**config.mk**
```make
export PLATFORM = sky130hd
export DESIGN_NAME = vram_pixel_writer
export DESIGN_NICKNAME = d
export VERILOG_FILES = /design/src/rtl/video_pkg.sv /design/src/rtl/fifo_sync_generic.sv /design/src/rtl/vram_pixel_writer.sv
export SDC_FILE = /design/constraint.sdc
export NUM_CORES = 1
export LEC_CHECK = 0
export BUFFER_PORTS_ARGS = -buffer_cell sky130_fd_sc_hd__buf_2
export CORE_UTILIZATION = 35
export DETAILED_ROUTE_END_ITERATION = 6
export PLACE_DENSITY = 0.61
export SETUP_SLACK_MARGIN = 0.15
export SLEW_MARGIN = 20
export SYNTH_ARGS = -nofsm -noshare
export SYNTH_HDL_FRONTEND = slang
export SYNTH_SLANG_ARGS = --single-unit
```
**constraint.sdc**
```tcl
create_clock -name clk -period 2.8 [get_ports clk]
set_input_delay 0.28 -clock clk [delete_from_list [all_inputs] [get_ports clk]]
set_output_delay 0.28 -clock clk [all_outputs]
set_load 0.005 [all_outputs]
```
**src/rtl/video_pkg.sv**
```systemverilog
// Shared video constants and the iteration-count to colour-index mapping.
// The mapping function is also used by the CLUT generator scripts, so its
// behaviour must stay in step with them.
package video_pkg;

    localparam int H_ACTIVE_DEF     = 640;
    localparam int V_ACTIVE_DEF     = 480;
    localparam int FRAME_PIXELS_DEF = H_ACTIVE_DEF * V_ACTIVE_DEF;

    typedef enum logic [1:0] {
        ST_RUN,
        ST_DRAIN,
        ST_CLEAR
    } wr_state_t;

    // Index 0 marks "in set"; any escaping pixel whose low bits happen to be
    // zero is nudged to 1 so it never looks like an in-set pixel.
    function automatic logic [31:0] iter_to_index(input logic [31:0] iter,
                                                  input logic [31:0] max_iter,
                                                  input int unsigned idx_w);
        logic [31:0] mask;
        logic [31:0] idx;
        mask = (idx_w >= 32) ? 32'hFFFF_FFFF : ((32'd1 << idx_w) - 32'd1);
        idx  = iter & mask;
        if (iter >= max_iter) begin
            idx = '0;
        end else if (idx == '0) begin
            idx = 32'd1;
        end
        return idx;
    endfunction

endpackage

```
**src/rtl/fifo_sync_generic.sv**
```systemverilog
// Single-clock show-ahead FIFO. The head entry is always visible on dout;
// push and pop only take effect on cycles where en is high.
module fifo_sync_generic #(
    parameter int DW    = 8,
    parameter int DEPTH = 4
) (
    input  logic          clk,
    input  logic          rst,
    input  logic          en,
    input  logic          push,
    input  logic          pop,
    input  logic [DW-1:0] din,
    output logic [DW-1:0] dout,
    output logic          full,
    output logic          empty
);

    localparam int AW = (DEPTH > 1) ? $clog2(DEPTH) : 1;

    logic [DW-1:0] mem [DEPTH];
    logic [AW:0]   wr_ptr;
    logic [AW:0]   rd_ptr;
    logic          do_push;
    logic          do_pop;

    // Pointers carry one extra wrap bit so full and empty are distinguishable.
    assign full    = (wr_ptr[AW] != rd_ptr[AW]) && (wr_ptr[AW-1:0] == rd_ptr[AW-1:0]);
    assign empty   = (wr_ptr == rd_ptr);
    assign do_push = en && push && !full;
    assign do_pop  = en && pop && !empty;
    assign dout    = mem[rd_ptr[AW-1:0]];

    // Storage array; contents need no reset because empty masks them.
    always_ff @(posedge clk) begin
        if (do_push) begin
            mem[wr_ptr[AW-1:0]] <= din;
        end
    end

    // Read and write pointer advance.
    always_ff @(posedge clk or posedge rst) begin
        if (rst) begin
            wr_ptr <= '0;
            rd_ptr <= '0;
        end else begin
            if (do_push) begin
                wr_ptr <= wr_ptr + (AW+1)'(1);
            end
            if (do_pop) begin
                rd_ptr <= rd_ptr + (AW+1)'(1);
            end
        end
    end

endmodule

```
**src/rtl/vram_pixel_writer.sv**
```systemverilog
// Write-side front end of the video index RAM: turns Mandelbrot pixel results
// into colour-index writes, performs full-screen clears and flags frame
// completion. Everything advances only on clk_en cycles.
module vram_pixel_writer
    import video_pkg::*;
#(
    parameter int MAW      = 19,
    parameter int MDW      = 8,
    parameter int IW       = 12,
    parameter int XW       = 10,
    parameter int YW       = 9,
    parameter int H_ACTIVE = H_ACTIVE_DEF,
    parameter int V_ACTIVE = V_ACTIVE_DEF,
    parameter int FD       = 4
) (
    input  logic           clk,
    input  logic           rst,
    input  logic           clk_en,
    input  logic           clr_req,
    input  logic [MDW-1:0] clr_color,
    output logic           clr_busy,
    input  logic           px_valid,
    output logic           px_ready,
    input  logic [XW-1:0]  px_x,
    input  logic [YW-1:0]  px_y,
    input  logic [IW-1:0]  px_iter,
    input  logic [IW-1:0]  max_iter,
    output logic           vram_we,
    output logic [MAW-1:0] vram_adr_w,
    output logic [MDW-1:0] vram_dat_w,
    output logic           frame_done,
    output logic           err_oob
);

    localparam int              FRAME_PIXELS = H_ACTIVE * V_ACTIVE;
    localparam logic [MAW-1:0]  LAST_ADR     = MAW'(FRAME_PIXELS - 1);

    wr_state_t          state;
    wr_state_t          state_next;
    logic               fifo_full;
    logic               fifo_empty;
    logic               fifo_push;
    logic [MAW+MDW-1:0] fifo_din;
    logic [MAW+MDW-1:0] fifo_dout;
    logic [MAW-1:0]     fifo_adr;
    logic [MDW-1:0]     fifo_dat;
    logic [MAW-1:0]     pix_adr;
    logic [MDW-1:0]     pix_idx;
    logic [MAW-1:0]     clr_cnt;
    logic [MAW-1:0]     frame_cnt;
    logic               in_range;
    logic               transfer;
    logic               clr_last;

    assign px_ready  = (state == ST_RUN) && !fifo_full;
    assign clr_busy  = (state != ST_RUN);
    assign transfer  = clk_en && px_valid && px_ready;
    assign in_range  = ({1'b0, px_x} < (XW+1)'(H_ACTIVE)) &&
                       ({1'b0, px_y} < (YW+1)'(V_ACTIVE));
    assign pix_adr   = MAW'(px_y) * MAW'(H_ACTIVE) + MAW'(px_x);
    assign pix_idx   = MDW'(iter_to_index(32'(px_iter), 32'(max_iter), MDW));
    assign fifo_din  = {pix_adr, pix_idx};
    assign fifo_push = px_valid && px_ready && in_range;
    assign {fifo_adr, fifo_dat} = fifo_dout;
    assign clr_last  = (state == ST_CLEAR) && (clr_cnt == LAST_ADR);

    fifo_sync_generic #(
        .DW    (MAW + MDW),
        .DEPTH (FD)
    ) u_fifo (
        .clk   (clk),
        .rst   (rst),
        .en    (clk_en),
        .push  (fifo_push),
        .pop   (!fifo_empty),
        .din   (fifo_din),
        .dout  (fifo_dout),
        .full  (fifo_full),
        .empty (fifo_empty)
    );

    // Next-state logic: a clear first drains queued pixels, then sweeps the screen.
    always_comb begin
        state_next = state;
        case (state)
            ST_RUN:   if (clr_req)    state_next = ST_DRAIN;
            ST_DRAIN: if (fifo_empty) state_next = ST_CLEAR;
            ST_CLEAR: if (clr_last)   state_next = ST_RUN;
            default:                  state_next = ST_RUN;
        endcase
    end

    // State register.
    always_ff @(posedge clk or posedge rst) begin
        if (rst) begin
            state <= ST_RUN;
        end else if (clk_en) begin
            state <= state_next;
        end
    end

    // Clear address counter, walking every pixel address once per clear.
    always_ff @(posedge clk or posedge rst) begin
        if (rst) begin
            clr_cnt <= '0;
        end else if (clk_en && (state == ST_CLEAR)) begin
            clr_cnt <= clr_last ? '0 : clr_cnt + MAW'(1);
        end
    end

    // Registered RAM write port: clear data takes priority, otherwise the FIFO head.
    always_ff @(posedge clk or posedge rst) begin
        if (rst) begin
            vram_we    <= 1'b0;
            vram_adr_w <= '0;
            vram_dat_w <= '0;
        end else if (clk_en) begin
            if (state == ST_CLEAR) begin
                vram_we    <= 1'b1;
                vram_adr_w <= clr_cnt;
                vram_dat_w <= clr_color;
            end else if (!fifo_empty) begin
                vram_we    <= 1'b1;
                vram_adr_w <= fifo_adr;
                vram_dat_w <= fifo_dat;
            end else begin
                vram_we    <= 1'b0;
            end
        end
    end

    // Frame counter: only pixel writes issued in RUN count; the pulse lines up with the last write.
    always_ff @(posedge clk or posedge rst) begin
        if (rst) begin
            frame_cnt  <= '0;
            frame_done <= 1'b0;
        end else if (clk_en) begin
            frame_done <= 1'b0;
            if (clr_last) begin
                frame_cnt <= '0;
            end else if ((state == ST_RUN) && !fifo_empty) begin
                if (frame_cnt == LAST_ADR) begin
                    frame_cnt  <= '0;
                    frame_done <= 1'b1;
                end else begin
                    frame_cnt <= frame_cnt + MAW'(1);
                end
            end
        end
    end

    // Sticky flag for pixels that were accepted but fell outside the screen.
    always_ff @(posedge clk or posedge rst) begin
        if (rst) begin
            err_oob <= 1'b0;
        end else if (transfer && !in_range) begin
            err_oob <= 1'b1;
        end
    end

endmodule

```
== Yosys cells after proc, flatten, opt, wreduce, memory -nomap -nowiden ==
Memories as Yosys holds them, arrays and structs flattened.
Cells that the tools add are included.
Cells by class
  reduce and logical (&&, ||, !) cells: 25
  order comparisons: 3
  $add $sub $neg: 5
  multiplexer cells: 21
  multiply operators: 1
  equal/unequal tests: 11
Operator list (number)
  $mux 19: 6
  $add 19x1->19 const B: 2
  $eq 19x19->1 const B: 2
  $logic_not 32->1: 1
  $mux 8: 4
  $add 19x10->19: 1
  $logic_and 1x1->1: 15
  $ge 12x12->1: 1
  $mul 9x3->12 const B: 1
  $lt 10x10->1 const B: 1
  $lt 9x9->1 const B: 1
  $mux 1: 7
  $add 3x1->3 const B: 2
  $mux 2: 3
  $ne 2x2->1 const B: 3
  $pmux 2 s3: 1
  $reduce_and 2->1: 2
  $reduce_and 4->1: 1
  $reduce_bool 2->1: 2
  $eq 3x3->1: 1
  $logic_not 1->1: 3
  $eq 2x1->1 const B: 1
  $eq 2x2->1: 1
  $eq 2x2->1 const B: 1
  other kinds (3): 3
Word-level totals
  flip-flop bits (word level): 76
  input bits: 56
  word-level logic and storage cells: 77
  bits in writable memories: 108
  memories kept: 1
Memory list
  u_fifo.mem: words 4, width 27, rd ports 1, clocked after memory_dff 0, wr ports 1, RTL line fifo_sync_generic.sv:20  | logic [DW-1:0] mem [DEPTH];

== Longest topological paths before layout ==
Gate-level depths: netlist (run 1).
  word-level depth: 10
  mapped depth: 9
  depth with buffers taken out: 9

== Hierarchy ==
From an unflattened synthesis (run 1), not the netlist that was laid out.
Second synthesis, totals
  cells, all modules: 669
  area total of the unflattened synthesis: 8812.2 µm²
By module, submodules not included
  vram_pixel_writer: times used 1, cells each 485, area each 4426.7 µm²
  fifo_sync_generic: times used 1, cells each 184, area each 4385.5 µm²

== Worst setup path before layout (run 1) ==
OpenSTA, ideal clock, no wires.
  path kind: input port to flip-flop
  start: input px_y[1]
  end: memory u_fifo.mem[0][25] in the netlist's numbering (data pin)
  path slack: 276 ps
  arrival: 2250 ps
  path buffers: 0
  stages: 9
  data required time: 2527 ps
  cells stage by stage: ha_1 ha_1 fa_1 a211oi_1 nor2_1 xnor2_1 nor3_1 nand3_1 xor2_1
On the way
  word-level cells in the longest chain between the ends: 2
RTL lines
  start, declared: RTL line vram_pixel_writer.sv:25  | input logic [YW-1:0] px_y,
  $mul 9x3->12: RTL line vram_pixel_writer.sv:60  | assign pix_adr = MAW'(px_y) * MAW'(H_ACTIVE) + MAW'(px_x);
  $add 19x10->19: RTL line vram_pixel_writer.sv:60
  named net fifo_din[25]: RTL line vram_pixel_writer.sv:43  | logic [MAW+MDW-1:0] fifo_din;
  end, declared: RTL line fifo_sync_generic.sv:20
The timed path passes the listed nets, and every way through them passes these cells.

== Worst setup path after layout (run 1) ==
  start: input px_y[1]
  end: memory u_fifo.mem[1][25] in the netlist's numbering (data pin)
The elaborated chain is that of the path after synthesis.

==> impl_metrics.env, run 1 <==
export IMPL_status="finished clean"
export IMPL_synth_ff_type="edfxtp_1"
export IMPL_arrival_ps=2600
export IMPL_synthTopCellsByArea="edfxtp_1 37%, dfrtp_1 22%, mux4_2 7.0%"
export IMPL_diodes=0
export IMPL_dr_pass1_iters=4
export IMPL_wirelength_um=17560
export IMPL_rsz0062_at_grt="false"
export IMPL_synth_yosys_seq_area_share_pct=59.06
export IMPL_worstSetupPathType="input port to flop"
export IMPL_p_sw_share_pct=30.21
export IMPL_worst_slew_pin_slew_ps=694.4
export IMPL_antenna_found_initial=0
export IMPL_ant_nets=0
export IMPL_avgSynthCellArea_sq_um=13.26
export IMPL_die_h_um=159.8
export IMPL_clk_latency_ps=430
export IMPL_grt_overflow=0
export IMPL_p_per_area_nw_per_um2=810.4
export IMPL_fin_crit_ps=2357
export IMPL_min_to="u_fifo.mem[2][11]$_DFFE_PP_"
export IMPL_synth_common_cells="108 x edfxtp_1, 76 x dfrtp_1, 73 x nor2_1"
export IMPL_ys_ff_latch=184
export IMPL_cts_sinks=184
export IMPL_gp_congestion=0.7729
export IMPL_hold_depth=1
export IMPL_p_sw_mw=2.525
export IMPL_dieArea_sq_um=25520
export IMPL_slew_headroom_pct=53.05
export IMPL_r2r_cells=6
export IMPL_core_area_sq_um=24390
export IMPL_maxCapViolCount=0
export IMPL_synth_nets=751
export IMPL_yosys_cell_types_count=58
export IMPL_crit_path_end_kind="flop"
export IMPL_area_growth_pct=18.39
export IMPL_grt_util_all_layers_pct=14.58
export IMPL_avgRoutedWirePerCell_um=15.92
export IMPL_r2r_start="state[1]$_DFFE_PP0P_"
export IMPL_pwr_share_clk_pct=30.7
export IMPL_final_max_slew_viol_count=0
export IMPL_drtIter0Drc=261
export IMPL_nNetsFinal=860
export IMPL_synth_xor_area_share_pct=5.228
export IMPL_worstHoldStart="px_x[3]"
export IMPL_hold_path_class="input port to flop"
export IMPL_vias=5404
export IMPL_cts_htree_levels=4
export IMPL_synthArstFlopShare_pct=41.30
export IMPL_vias_per_cell=4.899
export IMPL_synth_mux_area_share_pct=10.21
export IMPL_fill_cells=2300
export IMPL_post_cts_resized=0
export IMPL_cts_tree="done"
export IMPL_p_int_mw=5.832
export IMPL_setup_viol_count_final=0
export IMPL_dp_cells=1070
export IMPL_reg2reg_to="u_fifo.mem[3][22]$_DFFE_PP_"
export IMPL_drc=0
export IMPL_synth_area_sq_um=8711
export IMPL_required_ps=3040
export IMPL_synth_edf_count=108
export IMPL_reg2reg_slack_ps=480
export IMPL_stdcell_area_sq_um=10310
export IMPL_netlist_area_leader_share_pct=37.23
export IMPL_placement_io_buffers=87
export IMPL_place_hpwl_um=12070
export IMPL_p_leak_nw=4.235
export IMPL_yosysTopAreaCell="edfxtp_1"
export IMPL_clock_root_buffer="clkbuf_16"
export IMPL_boundaryPins=88
export IMPL_path_max_fanout=4
export IMPL_grt_pass1_wl_um=28800
export IMPL_synth_cells=657
export IMPL_synth_top_family_by_area="simple AND/OR/NAND/NOR gates"
export IMPL_p_seq_share_pct=42.3
export IMPL_grt_max_degree=77
export IMPL_final_cells=1103
export IMPL_rows=57
export IMPL_synthAdderAreaFrac_pct=5.631
export IMPL_yosys_area_share_simple_pct=11.94
export IMPL_yosysWarningCount=0
export IMPL_placed_area_sq_um=9656
export IMPL_final_layout_size_suffix_gt1_share_pct=24.26
export IMPL_synth_most_common_cell="edfxtp_1"
export IMPL_cts_buffer_depth=2
export IMPL_post_route_period_util_pct=84.16
export IMPL_synth_compound_area_share_pct=5.774
export IMPL_clk_pin_slew_worst_paths_ps=70
export IMPL_cts_buffers=17
export IMPL_grt_pass1_vias=5512
export IMPL_initial_core_util_pct=35.71
export IMPL_comb_power_share_pct=27.0
export IMPL_fmax_mhz=424.3
export IMPL_utilization_pct=42.28
export IMPL_ir_worst_vdd_v=0.0003956
export IMPL_die_width_um=159.8
export IMPL_hold_viol=0
export IMPL_post_cts_setup_buffers=0
export IMPL_critPathLaunchType="input port"
export IMPL_fin_skew_ps=20.00
-- cell type report --
class                           count  area (sq um)  area share, %
Clock buffer                       19         442.9          4.295
Clock inverter                     13         197.7          1.917
Inverter                           21         80.08         0.7765
Multi-Input combinational cell    430          3390          32.87
Sequential cell                   184          5146          49.90
Tap cell                          324         405.4          3.931
Timing Repair Buffer              112         650.6          6.309
-- what timing repair did --
item / 4_1_cts / 5_1_grt
endpoints found under the hold margin: 76 / 0
hold buffers: 1 / 0
endpoints found under the setup margin: 0 / 0
-- power by group through the flow --
stage / Clock (mW) / Combinational (mW) / Sequential, mW
after CTS: 2.63 / 2.32 / 3.54
after floorplan: 0 / 1.58 / 3.54
final: 2.56 / 2.26 / 3.54
after global placement: 0 / 2.27 / 3.59
after detailed placement: 0 / 2.31 / 3.59
after global routing: 2.72 / 2.55 / 3.59
-- worst max-delay path, stage by stage --
cell and delay (ps):
buf_2 120, ha_1 290, ha_1 220, fa_1 410, a211oi_1 300, nor2_1 130
xnor2_1 150, nor3_1 290, nand3_1 130, xor2_1 270
-- cells by family after synthesis --
logic type,count (synthesis)
simple gates,202
flops,184
compound gates,83
mux,55
xor+xnor,52
buf+inv,43
fa+ha+maj,38
-- per-stage QoR --
stage	setup WS, ps	hold slack [ps]	setup TNS (ps)	power [mW]
after detailed placement	-48.89	408.4	-469.6	5.902
after global routing	241.8	48.44	0	8.863
after floorplan	276.4	378.9	0	5.125
after CTS	406.0	39.10	0	8.486
after global placement	5.687	406.6	0	5.859
final	443.4	57.21	0	8.357
-- layout by cell type (no fill, tap or decap), types with 4 or more instances in the layout --
cell type / synthesis / layout
dfrtp_1: 76 / 75
a21o_1: 7 / 7
nor3_1: 7 / 7
mux4_2: 27 / 27
and2_1: 4 / 4
and3_1: 5 / 5
clkbuf_16: 0 / 17
o21ai_0: 16 / 16
nand2_1: 39 / 38
a21oi_1: 40 / 40
mux2i_1: 27 / 27
xor2_1: 26 / 26
nand3_1: 28 / 28
buf_4: 1 / 22
xnor2_1: 26 / 26
edfxtp_1: 108 / 108
nor4b_1: 7 / 7
ha_1: 36 / 36
inv_1: 21 / 20
a211oi_1: 4 / 4
buf_2: 6 / 87
nor2_1: 73 / 73
nand4_1: 9 / 9
inv_8: 0 / 5
-- flip-flops by register name (all words and copies together), names as in the netlist --
signal	count
state	2
clr_cnt	19
frame_cnt	19
vram_dat_w	8
vram_adr_w	19
frame_done	1
err_oob	1
u_fifo.wr_ptr	3
u_fifo.rd_ptr	3
vram_we	1
u_fifo.mem	108
-- layer usage --
metal / wire (um) / up-vias / global-route usage, %
met1: 8373 / 2654 / 19.38
met4: 248 / 0 / 4.502
met2: 8445 / 80 / 24.06
met5: 0 / - / 0
li1: - / 2653 / -
met3: 489 / 17 / 2.857
-- worst max-delay path by stage --
stage	start	slack, ps	end	depth (start not counted)
2_1_floorplan	px_y[1]	280	u_fifo.mem[0][25]$_DFFE_PP_	9
3_3_place_gp	px_y[1]	6	u_fifo.mem[1][25]$_DFFE_PP_	10
3_5_place_dp	px_y[1]	-50	u_fifo.mem[1][25]$_DFFE_PP_	10
4_1_cts	px_y[1]	410	u_fifo.mem[2][25]$_DFFE_PP_	10
5_1_grt	px_y[1]	240	u_fifo.mem[3][23]$_DFFE_PP_	10
6_report	px_y[1]	440	u_fifo.mem[1][25]$_DFFE_PP_	10
No activity file was read; power rests on OpenSTA's default activity.
==> inputs of run 2 (changes only) <==
Settings changed: ABC_AREA set to 1.
Clock period 2.8 ns to 2.4 ns, I/O delays scaled along.
==> impl_metrics.env, run 2 <==
export IMPL_status="finished clean"
export IMPL_slew_headroom_pct=55.05
export IMPL_ir_worst_vdd_v=0.0005174
export IMPL_vias_per_cell=4.910
export IMPL_vias=7179
export IMPL_synth_edf_count=108
export IMPL_initial_core_util_pct=35.69
export IMPL_required_ps=2770
export IMPL_fill_cells=2539
export IMPL_yosysWarningCount=0
export IMPL_boundaryPins=88
export IMPL_final_layout_size_suffix_gt1_share_pct=14.82
export IMPL_p_per_area_nw_per_um2=939.1
export IMPL_drc=0
export IMPL_netlist_area_leader_share_pct=34.87
export IMPL_hold_path_class="input port to flop"
export IMPL_synth_common_cells="222 x nand2_1, 154 x nor2_1, 108 x edfxtp_1"
export IMPL_synth_most_common_cell="nand2_1"
export IMPL_path_max_fanout=19
export IMPL_maxCapViolCount=0
export IMPL_grt_overflow=0
export IMPL_grt_pass1_wl_um=34270
export IMPL_cts_sinks=184
export IMPL_p_seq_share_pct=40.6
export IMPL_avgSynthCellArea_sq_um=9.164
export IMPL_fin_crit_ps=2002
export IMPL_wirelength_um=21130
export IMPL_rows=59
export IMPL_comb_power_share_pct=33.0
export IMPL_fin_skew_ps=10.70
export IMPL_diodes=0
export IMPL_final_cell_mix="222 x nand2_1, 150 x nor2_1, 108 x edfxtp_1, 89 x inv_1, 87 x buf_2"
export IMPL_avgRoutedWirePerCell_um=14.45
export IMPL_p_sw_mw=3.830
export IMPL_place_hpwl_um=14650
export IMPL_core_area_sq_um=26060
export IMPL_hold_viol=0
export IMPL_dieArea_sq_um=27230
export IMPL_yosysTopAreaCell="edfxtp_1"
export IMPL_pwr_share_clk_pct=26.4
export IMPL_die_h_um=165.0
export IMPL_worstSetupPathType="flop to flop"
export IMPL_ant_nets=0
export IMPL_crit_path_end_kind="flop"
export IMPL_grt_util_all_layers_pct=16.37
export IMPL_clock_root_buffer="clkbuf_16"
export IMPL_dr_pass1_iters=5
export IMPL_cts_buffers=17
export IMPL_dp_cells=1429
export IMPL_die_width_um=165.0
export IMPL_utilization_pct=41.76
export IMPL_p_leak_nw=4.729
export IMPL_yosys_cell_types_count=39
export IMPL_power_mw=10.22
export IMPL_drtIter0Drc=422
export IMPL_synth_area_sq_um=9301
export IMPL_p_int_mw=6.389
export IMPL_fmax_mhz=499.4
export IMPL_critPathLaunchType="flop"
export IMPL_cts_htree_levels=4
export IMPL_largest_register_ffs=108
export IMPL_fin_setup_tns_ps=0
export IMPL_synth_cells=1015
export IMPL_area_growth_pct=16.99
export IMPL_synth_ff_type="edfxtp_1"
export IMPL_p_sw_share_pct=37.48
export IMPL_synth_nets=1109
export IMPL_antenna_found_initial=0
export IMPL_rsz0062_at_grt="false"
export IMPL_ys_ff_latch=184
export IMPL_worst_slew_pin_slew_ps=673.4
export IMPL_placement_io_buffers=87
export IMPL_stdcell_area_sq_um=10880
export IMPL_placed_area_sq_um=10280
export IMPL_synth_yosys_seq_area_share_pct=55.31
export IMPL_arrival_ps=2370
export IMPL_grt_pass1_vias=6794
export IMPL_grt_max_degree=56
export IMPL_clk_pin_slew_worst_paths_ps=70
export IMPL_final_max_slew_viol_count=0
export IMPL_final_common_cell="nand2_1"
export IMPL_post_route_period_util_pct=83.43
export IMPL_cts_buffer_depth=2
export IMPL_cts_tree="done"
export IMPL_final_cells=1462
export IMPL_synthArstFlopShare_pct=41.30
export IMPL_clk_latency_ps=430
export IMPL_gp_congestion=0.8377
export IMPL_nNetsFinal=1208
export IMPL_synthTopCellsByArea="edfxtp_1 35%, dfrtp_1 20%, nand2_1 9.0%"
export IMPL_setup_viol_count_final=0
## run 2: cells by family (layout without fill, tap and decap cells)
kind of cell / after synthesis / in the layout / synth area share (%)
compound gates: 158 / 158 / 9.430
xor+xnor: 30 / 30 / 2.825
fa+ha+maj: 38 / 38 / 5.273
buf+inv: 127 / 239 / 5.434
flops: 184 / 184 / 55.31
simple gates: 478 / 478 / 21.72
## run 2: routing by layer
| metal | global-route usage, % | routed length [um] | up-vias |
|---|---|---|---|
| met4 | 6.005 | 346 | 0 |
| met2 | 28.60 | 10780 | 111 |
| met1 | 20.11 | 9375 | 3404 |
| li1 | - | - | 3643 |
| met5 | 0 | 0 | - |
| met3 | 2.788 | 628 | 21 |
## run 2: metrics by stage
step	hold WS, ps	setup slack (ps)
detailed placement	370.8	-36.89
global placement	358.0	-26.06
CTS	4.435	317.7
global route	2.496	214.7
floorplan	338.9	-259.4
finish	21.96	397.8
## run 2: final cells by class
class	count	area (sq um)	area share, %
Clock inverter	15	153.9	1.414
Timing Repair Buffer	113	708.2	6.508
Tap cell	335	419.2	3.852
Multi-Input combinational cell	704	3674	33.76
Sequential cell	184	5145	47.28
Inverter	94	356.6	3.277
Clock buffer	17	425.4	3.909
## run 2: power by group through the flow
| stage | Clock (mW) | Combinational, mW | Sequential (mW) |
|---|---|---|---|
| final | 2.70 | 3.37 | 4.15 |
| after global routing | 2.88 | 3.85 | 4.21 |
| after CTS | 2.76 | 3.43 | 4.16 |
| after detailed placement | 0 | 3.41 | 4.22 |
| after global placement | 0 | 3.35 | 4.22 |
| after floorplan | 0 | 2.28 | 4.13 |
## run 2: final timing paths
check                      depth (start not counted)                    from                           to  slack, ps
max                                               11  clr_cnt[1]$_DFFE_PP0P_     frame_cnt[1]$_DFFE_PP0P_        400
max reg2reg                                       11  clr_cnt[1]$_DFFE_PP0P_     frame_cnt[1]$_DFFE_PP0P_        400
min reg2reg                                        2     err_oob$_DFFE_PP0P_          err_oob$_DFFE_PP0P_        480
max in group asynchronous                          4                     rst      clr_cnt[10]$_DFFE_PP0P_       1310
min                                                1                 px_x[5]  u_fifo.mem[2][13]$_DFFE_PP_         20
min in group asynchronous                          3                     rst    frame_cnt[11]$_DFFE_PP0P_        430
## run 2: timing repair
| action | CTS | global route |
|---|---|---|
| buffers inserted | 0 | 0 |
| gates resized for setup | 0 | 1 |
| hold buffers | 1 | 0 |
| endpoints found under the hold margin | 33 | 0 |
| endpoints found under the setup margin | 0 | 3 |
## run 2: worst max-delay path: stages (launching register included)
cell and delay, ps:
dfrtp_1 400, ha_1 280, nand2_1 80, inv_1 60, nand3_1 140, nor2_4 200
nand3_4 200, nand2_8 190, inv_4 120, nor2_4 140, nand2_1 60, nand2_1 60
==> inputs of run 3 (changes only) <==
Clock period 2.4 ns to 2.1 ns, I/O delays scaled along.
==> impl_metrics.env, run 3 (same netlist as run 2, synthesis figures left out) <==
export IMPL_status="finished clean"
export IMPL_cts_tree="done"
export IMPL_clk_latency_ps=440
export IMPL_arrival_ps=2050
export IMPL_final_layout_size_suffix_gt1_share_pct=17.91
export IMPL_rows=59
export IMPL_cts_htree_levels=4
export IMPL_final_max_slew_viol_count=0
export IMPL_path_max_fanout=4
export IMPL_gp_congestion=0.9473
export IMPL_r2r_cells=11
export IMPL_slew_headroom_pct=61.88
export IMPL_cts_sinks=184
export IMPL_comb_power_share_pct=34.2
export IMPL_grt_pass1_wl_um=35710
export IMPL_cts_buffer_depth=2
export IMPL_diodes=0
export IMPL_p_seq_share_pct=39.7
export IMPL_fill_cells=2514
export IMPL_p_leak_nw=4.897
export IMPL_ir_worst_vdd_v=0.0005491
export IMPL_p_sw_share_pct=37.48
export IMPL_grt_max_degree=57
export IMPL_register_area_sq_um=5149
export IMPL_hold_path_class="input port to flop"
export IMPL_vias_per_cell=4.841
export IMPL_final_common_cell="nand2_1"
export IMPL_ant_nets=0
export IMPL_p_int_mw=7.463
export IMPL_largest_register_ffs=108
export IMPL_clk_pin_slew_worst_paths_ps=70
export IMPL_placement_io_buffers=87
export IMPL_utilization_pct=43.20
export IMPL_crit_path_end_kind="flop"
export IMPL_grt_pass1_vias=7094
export IMPL_setup_viol_count_final=0
export IMPL_initial_core_util_pct=35.69
export IMPL_grt_util_all_layers_pct=16.91
export IMPL_p_sw_mw=4.474
export IMPL_post_route_period_util_pct=87.09
export IMPL_die_h_um=165.0
export IMPL_nNetsFinal=1237
export IMPL_power_mw=11.94
export IMPL_antenna_found_initial=1
export IMPL_fin_skew_ps=12.47
export IMPL_avgRoutedWirePerCell_um=14.46
export IMPL_fmax_mhz=546.8
export IMPL_multi_input_area_sq_um=3752
export IMPL_grt_overflow=0
export IMPL_maxCapViolCount=0
export IMPL_boundaryPins=88
export IMPL_final_cell_mix="221 x nand2_1, 146 x nor2_1, 108 x edfxtp_1, 89 x inv_1, 87 x buf_2"
export IMPL_fin_crit_ps=1829
export IMPL_dr_pass1_iters=5
export IMPL_p_per_area_nw_per_um2=1060
export IMPL_clock_root_buffer="clkbuf_16"
export IMPL_area_growth_pct=21.04
export IMPL_pwr_share_clk_pct=26.1
export IMPL_hold_viol=0
export IMPL_critPathLaunchType="input port"
export IMPL_required_ps=2320
export IMPL_rsz0062_at_grt="true"
export IMPL_cts_buffers=17
export IMPL_dieArea_sq_um=27230
export IMPL_wirelength_um=21560
export IMPL_drtIter0Drc=518
export IMPL_hold_depth=1
export IMPL_worst_slew_pin_slew_ps=570.6
export IMPL_vias=7218
export IMPL_place_hpwl_um=15590
export IMPL_worstSetupPathType="input port to flop"
export IMPL_core_area_sq_um=26060
export IMPL_drc=0
export IMPL_die_width_um=165.0
-- run 3: cell types whose count changed in the layout (fill, tap and decap cells not counted), sizes merged --
| cell | delta |
|---|---|
| buf | +25 |
| dlygate4sd3 | +4 |
| clkinv | +2 |
| clkinvlp | -2 |
| clkbuf | +1 |
| inv | -1 |
-- run 3: area by class of cell --
class | instances | area share (%)
well taps | 335 | 3.723
flip-flops and latches | 184 | 45.73
clock inverters | 14 | 1.345
inverters | 94 | 3.190
multi-input cells | 704 | 33.33
clock buffers | 18 | 3.812
repair buffers | 142 | 8.869
-- run 3: per-stage QoR --
stage | area (sq um) | TNS, ps | hold WS [ps] | std cells | setup slack [ps]
2_1_floorplan | 9402 | 0 | 308.9 | 1015 | 25.66
3_3_place_gp | 10600 | -2993 | 303.7 | 1453 | -174.0
3_5_place_dp | 10600 | -3892 | 307.7 | 1453 | -197.3
4_1_cts | 11230 | 0 | 3.948 | 1490 | 191.8
5_1_grt | 11260 | 0 | 5.898 | 1491 | 127.7
6_report | 11260 | 0 | 11.05 | 1491 | 271.1
-- run 3: worst max-delay path, cell delays in order --
cell     delay [ps]
buf_2           120
ha_4            240
ha_4            160
fa_1            540
nand2_1          60
inv_1            70
nand3_2          60
o21ai_2         170
nand3_2         120
xnor2_1         300
-- run 3: worst paths after layout --
check	from	end	slack [ps]
min in group asynchronous	rst	vram_adr_w[1]$_DFFE_PP0P_	370
max reg2reg	clr_cnt[1]$_DFFE_PP0P_	frame_cnt[0]$_DFFE_PP0P_	280
min reg2reg	err_oob$_DFFE_PP0P_	err_oob$_DFFE_PP0P_	480
min	px_x[0]	u_fifo.mem[1][8]$_DFFE_PP_	10
max in group asynchronous	rst	u_fifo.wr_ptr[1]$_DFFE_PP0P_	1150
max	px_y[1]	u_fifo.mem[0][22]$_DFFE_PP_	270
-- run 3: timing repair --
action / 4_1_cts / 5_1_grt
gates resized for setup: 0 / 9
hold endpoints to repair: 38 / 0
hold buffers: 5 / 0
endpoints found under the setup margin: 0 / 133
setup buffers: 0 / 1
-- run 3: power groups by stage --
stage / clock (mW) / sequential, mW / combinational [mW]
2_1_floorplan: 0 / 4.73 / 2.68
3_5_place_dp: 0 / 4.81 / 4.09
3_3_place_gp: 0 / 4.80 / 4.02
5_1_grt: 3.32 / 4.82 / 4.66
6_report: 3.11 / 4.74 / 4.08
4_1_cts: 3.18 / 4.74 / 4.11
-- run 3: routing by layer --
metal	global-route usage [%]	vias up	routed length, um
li1	-	3684	-
met1	22.33	3356	9952
met2	28.13	150	10270
met3	2.712	26	1007
met4	5.546	2	316
met5	0	-	11
